[config.mk]
export PLATFORM = sky130hd
export DESIGN_NAME = sram_stream_reader
export DESIGN_NICKNAME = d
export VERILOG_FILES = /design/src/rtl/sram_stream_reader.sv
export SDC_FILE = /design/constraint.sdc
export NUM_CORES = 1
export LEC_CHECK = 0
export CAP_MARGIN = 20
export CELL_PAD_IN_SITES_DETAIL_PLACEMENT = 1
export CELL_PAD_IN_SITES_GLOBAL_PLACEMENT = 1
export CORE_UTILIZATION = 38
export CTS_CLUSTER_DIAMETER = 100
export DETAILED_ROUTE_END_ITERATION = 10
export PLACE_DENSITY = 0.83
export SYNTH_ARGS = -nofsm -noshare
export SYNTH_HDL_FRONTEND = slang
export SYNTH_SLANG_ARGS = --single-unit
[constraint.sdc]
create_clock -name clk -period 3.5 [get_ports clk]
set_input_delay 0.7 -clock clk [delete_from_list [all_inputs] [get_ports clk]]
set_output_delay 0.7 -clock clk [all_outputs]
set_load 0.01 [all_outputs]
[src/rtl/sram_stream_reader.sv]
// Paced SRAM playback: prefetches sequential words into a small FIFO and
// releases one sample per rate_div+1 clocks, one-shot or looped.
module sram_stream_reader #(
  parameter int aw    = 19,
  parameter int dw    = 8,
  parameter int depth = 4,
  parameter int divw  = 16
) (
  input  logic            clk,
  input  logic            rst,
  input  logic            start,
  input  logic            stop,
  input  logic [aw-1:0]   base_addr,
  input  logic [aw-1:0]   length,
  input  logic            loop,
  input  logic [divw-1:0] rate_div,
  output logic [aw-1:0]   req_addr,
  output logic            req_en,
  input  logic            req_busy,
  input  logic            rd_valid,
  input  logic [dw-1:0]   rd_data,
  output logic [dw-1:0]   sample,
  output logic            sample_stb,
  output logic            running,
  output logic            done,
  output logic            underrun
);
  localparam int pw = (depth > 1) ? $clog2(depth) : 1;
  localparam int cw = pw + 1;
  localparam logic [cw-1:0] full = cw'(depth);

  typedef enum logic [1:0] {IDLE, PRIME, RUN, FLUSH} state_t;
  state_t state, state_n;

  logic [aw-1:0]            base_q, len_q, addr_n, remaining, rem_n;
  logic                     loop_q;
  logic [cw-1:0]            cnt, cnt_n, outstanding, out_n;
  logic [cw:0]              used_n;
  logic [pw-1:0]            wp, rp;
  logic [depth-1:0][dw-1:0] mem;
  logic [divw-1:0]          div_cnt;
  logic                     acc, push, tick, pop, flush, launch, fin, go_run;

  always_comb begin
    acc    = req_en && !req_busy;
    flush  = stop && (state == PRIME || state == RUN);
    launch = (state == IDLE) && start;
    push   = rd_valid && (state == PRIME || state == RUN) && !stop;
    tick   = (state == RUN) && (div_cnt == rate_div);
    pop    = tick && !stop && (cnt != '0);

    addr_n = req_addr;
    rem_n  = remaining;
    if (acc) begin
      if (remaining == aw'(1) && loop_q) begin
        addr_n = base_q;
        rem_n  = len_q;
      end else begin
        addr_n = req_addr + aw'(1);
        rem_n  = remaining - aw'(1);
      end
    end

    // Reads accepted while stopping still come back and must be counted off.
    out_n = outstanding;
    if (acc && !rd_valid)
      out_n = outstanding + cw'(1);
    else if (!acc && rd_valid && outstanding != '0)
      out_n = outstanding - cw'(1);

    cnt_n = cnt;
    if (push && !pop)
      cnt_n = cnt + cw'(1);
    else if (pop && !push)
      cnt_n = cnt - cw'(1);

    fin    = pop && !loop_q && rem_n == '0 && out_n == '0 && cnt_n == '0;
    go_run = (cnt == full) || (remaining == '0 && outstanding == '0);

    state_n = state;
    case (state)
      IDLE:    if (start && length != '0) state_n = PRIME;
      PRIME:   if (flush) state_n = FLUSH; else if (go_run) state_n = RUN;
      RUN:     if (flush) state_n = FLUSH; else if (fin) state_n = IDLE;
      FLUSH:   if (out_n == '0) state_n = IDLE;
      default: state_n = IDLE;
    endcase

    if (flush || launch) cnt_n = '0;
    if (launch) begin
      addr_n = base_addr;
      rem_n  = length;
      out_n  = '0;
    end
    used_n = {1'b0, cnt_n} + {1'b0, out_n};
  end

  always_ff @(posedge clk) begin
    if (rst) begin
      state       <= IDLE;
      req_addr    <= '0;
      remaining   <= '0;
      outstanding <= '0;
      cnt         <= '0;
      wp          <= '0;
      rp          <= '0;
      div_cnt     <= '0;
      base_q      <= '0;
      len_q       <= '0;
      loop_q      <= 1'b0;
      req_en      <= 1'b0;
      running     <= 1'b0;
      sample      <= '0;
      sample_stb  <= 1'b0;
      done        <= 1'b0;
      underrun    <= 1'b0;
    end else begin
      state       <= state_n;
      req_addr    <= addr_n;
      remaining   <= rem_n;
      outstanding <= out_n;
      cnt         <= cnt_n;
      // Request enable is decided from next-cycle occupancy so it can be a flop.
      req_en      <= (state_n == PRIME || state_n == RUN) && rem_n != '0 &&
                     (used_n < {1'b0, full});
      running     <= (state_n != IDLE);
      sample_stb  <= pop;
      underrun    <= tick && !stop && (cnt == '0);
      done        <= fin || (launch && length == '0);
      div_cnt     <= (state == RUN && !tick) ? div_cnt + divw'(1) : '0;
      if (push) begin
        mem[wp] <= rd_data;
        wp      <= wp + pw'(1);
      end
      if (pop) begin
        sample <= mem[rp];
        rp     <= rp + pw'(1);
      end
      if (flush || launch) begin
        wp <= '0;
        rp <= '0;
      end
      if (launch) begin
        base_q <= base_addr;
        len_q  <= length;
        loop_q <= loop;
      end
    end
  end
endmodule
==> results.tsv <==
stage	metric	value	unit
outcome	status	complete, but fails checks	
outcome	failing checks	setup timing	
sta	final number of setup-violating endpoints	1	
place	port buffer count	100	
drt	Vias per Instance	5.78	
clock_tree	Hold Buf Count CTS	0	
layout	Filler cells	2363	
synthesis	register area share after synthesis	0.427	
floorplanning	die width	145	µm
synthesis	synth warn	0	
drt	Avg WL per Cell	20.7	µm
place	placed cells	1312	
drt	initial DRC count	528	
job	max cap viols	0	
synthesis	async set or reset register ratio after synthesis	0	
clock_tree	TritonCTS clock tree	done	
layout	Finished Layout Cells	1348	
worst_setup_path	flop-to-flop setup slack	-0.09	ns
synthesis	Post-synth EDFFs	32	
synthesis	syn_nets	998	
place	RD Place Congestion	0.988	
worst_setup_path	CP delay by family, top	simple AND/OR/NAND/NOR gates	
floorplanning	total die area	21000	µm²
sta	Slew Limit Fails	0	
sta	crit path time final	3.59	ns
floorplanning	Die Y	145	µm
worst_setup_path	slowest CP cell	or4b_4	
synthesis	area share of the largest cell type after synthesis	0.304	
worst_setup_path	critical path, cell by cell	inv_2 -> ha_4 -> or3b_4 -> or4_4 -> o21ai_4 -> o311ai_4 -> or4b_4 -> nor4b_4 -> a41oi_2 -> o21ai_1 -> ha_1 -> nand2b_1 -> nor4_2 -> o31ai_1 -> a31oi_1	
drt	total number of vias	7793	
synthesis	Netlist cell types	73	
layout	Diodes inserted	0	
drt	Post-Route WL	27.9	mm
synthesis	Synth Flop Type	dfxtp_1	
worst_setup_path	CP required	3.87	ns
clock_tree	Sink Count	150	
pwr	P_leak	3.84	nW
synthesis	Mapped Area	7780	µm²
clock_tree	Worst-Skew Late Latency	0.45	ns
drt	number of remaining DRC errors	0	
floorplanning	total core area	19800	µm²
clock_tree	CTS Root Cell	clkbuf_16	
sta	final hold violation count	0	
sta	FMAX	278	MHz
floorplanning	Starting Density	0.393	
place	setup slack at placement	-0.600	ns
worst_setup_path	CP peak stage delay	0.56	ns
drt	DRT Pass-1 Iters	4	
synthesis	Syn Inst Count	906	
grt	initial antenna violation count	0	
worst_setup_path	Max FO, Critical Path	4	
grt	vias in the first global route	8142	
worst_setup_path	CP arrival	3.97	ns
grt	total gr overflow	0	
synthesis	mean post-synth cell area	8.59	µm²
grt	first-pass GRT wire length	44.4	mm
drt	Post-DRT Antenna Nets	0	
floorplanning	row cnt	51	
clock_tree	CTS max path bufs	2	
layout	Layout Area Growth over Synthesis	33.7	%
sta	actual slew at the worst max-slew pin	1.01	ns
clock_tree	Reg clk slew, reported paths	0.07	ns
sta	final setup margin	-0.0933	ns
worst_hold_path	hold crit path type	register to register	
sta	Slew headroom	0.329	
sta	fin crit share	1.03	
grt	Global Route Usage Sum	0.268	
layout	Final nets	1162	
synthesis	Synth area leader	dfxtp_1	
worst_setup_path	Setup crit end kind	register	
worst_setup_path	critical path launch point type	register	
place	HPWL Detailed	19.4	mm
sta	RSZ-0062 raised after global routing	yes	
pwr	maximum vdd drop	0.405	mV
synthesis	flops & latches, synth	150	
clock_tree	H-tree Lvls	4	
sta	worst clock skew	0.0129	ns
pwr	power density cells	463	nW/µm²
worst_setup_path	Buf/Inv on CP	1	
floorplanning	I/O Pins	101	
clock_tree	CTS buffer count	17	
layout	post-route cell area	10400	µm²
grt	largest net degree at the start of global routing	89	
place	cell area after placement	9650	µm²
worst_setup_path	WS Path Type	register to register	
layout	layout cells sized above 1	0.160	
synthesis	top cells by area, synth	dfxtp_1, edfxtp_1, a21oi_1, nand2_1, nor2_1	
## worst min-delay path, cell delays in order, from the launching register on
cell,delay (ns)
dfxtp_1,0.31
nand2_1,0.05
a21oi_1,0.05
## cell type report
cell class              instances  area [µm²]  area share
clock buffers                  17         425      0.0409
repair buffers                202        1780       0.171
flip-flops and latches        150        3320       0.320
multi-input cells             674        4250       0.409
inverters                      25        93.8     0.00902
well taps                     265         332      0.0319
clock inverters                15         198      0.0190
## placed cells by master, fill, tap and decap left out, types with 17 or more instances in the layout
| cell type | instances |
|---|---|
| nand2_1 | 121 |
| dfxtp_1 | 117 |
| buf_4 | 100 |
| a21oi_1 | 99 |
| clkdlybuf4s50_1 | 98 |
| nor2_1 | 85 |
| o21ai_0 | 42 |
| edfxtp_1 | 32 |
| nand3_1 | 30 |
| xor2_1 | 24 |
| inv_1 | 23 |
| ha_1 | 22 |
| nor3_1 | 20 |
| nand4_1 | 18 |
| clkbuf_16 | 17 |
## state kept, by name (all words and copies together), names as in the netlist
register,flops
sample_stb,1
wp,2
len_q,19
div_cnt,16
req_en,1
rp,2
underrun,1
loop_q,1
outstanding,3
sample,8
running,1
base_q,19
mem,32
state,2
remaining,19
cnt,3
done,1
req_addr,19
## power by group
part           internal, W  switching (W)  leakage (nW)
clock network      0.00104       0.000905         0.305
registers          0.00184      0.0000808          1.25
logic             0.000428       0.000526          2.28
total              0.00331        0.00151          3.84
## cells in the mapped netlist, types with 4 or more instances
cell / count
a21oi_1: 99
o211ai_1: 8
and4_1: 8
nor4_1: 20
a41oi_1: 4
clkbuf_1: 44
or4_1: 8
and3_1: 14
o221ai_1: 8
nand3_1: 30
o21ai_0: 42
dfxtp_1: 118
ha_1: 23
edfxtp_1: 32
xor2_1: 24
mux2i_1: 16
nor2_1: 86
xnor2_1: 10
a31oi_1: 7
and2_1: 6
buf_1: 10
or3_1: 11
o21a_1: 4
o22ai_1: 5
inv_1: 25
nor3_1: 20
nand4_1: 18
a211o_1: 5
nand2_1: 122
mux4_2: 8
## per-layer routing
| layer | track usage | vias up | wire, µm | part of all wire |
|---|---|---|---|---|
| met1 | 0.322 | 3886 | 11800 | 0.42 |
| li1 | - | 3626 | - | - |
| met2 | 0.474 | 226 | 14200 | 0.51 |
| met5 | 0 | - | 0 | 0 |
| met4 | 0.0868 | 0 | 639 | 0.023 |
| met3 | 0.0572 | 55 | 1280 | 0.046 |
## worst paths after layout
check	from	end	cells past startpoint
setup reg to reg	remaining[0]	req_en	15
hold / removal	base_q[5]	base_q[5]	2
setup / recovery	remaining[0]	req_en	15
hold reg to reg	base_q[5]	base_q[5]	2
## cells by family (layout without fill, tap and decap cells)
logic type | Yosys count | after routing | share of synthesized area
AO/OA/AOI/OAI | 225 | 225 | 0.180
XOR/XNOR | 34 | 34 | 0.0383
adder cells (fa/ha/maj) | 23 | 23 | 0.0370
buffers and inverters | 82 | 259 | 0.0400
flip-flops | 150 | 150 | 0.427
multiplexers | 25 | 25 | 0.0452
AND/OR/NAND/NOR | 367 | 367 | 0.233
## per-stage QoR
stage	setup TNS, ns	hold slack, ns	power (W)	util
floorplan	0	0.431	0.00239	-
global placement	-0.508	0.440	0.00284	0.488
detailed placement	-1.21	0.445	0.00286	0.488
CTS	-0.0711	0.456	0.00482	0.524
global route	-0.292	0.479	0.00500	0.526
finish	-0.0933	0.453	0.00482	0.526
## what timing repair did
item,4_1_cts,5_1_grt
setup buffers,1,3
gates resized for setup,13,6
endpoints found under the setup margin,1,3
pin swaps,4,1
Power figures use the tool's default switching activity.
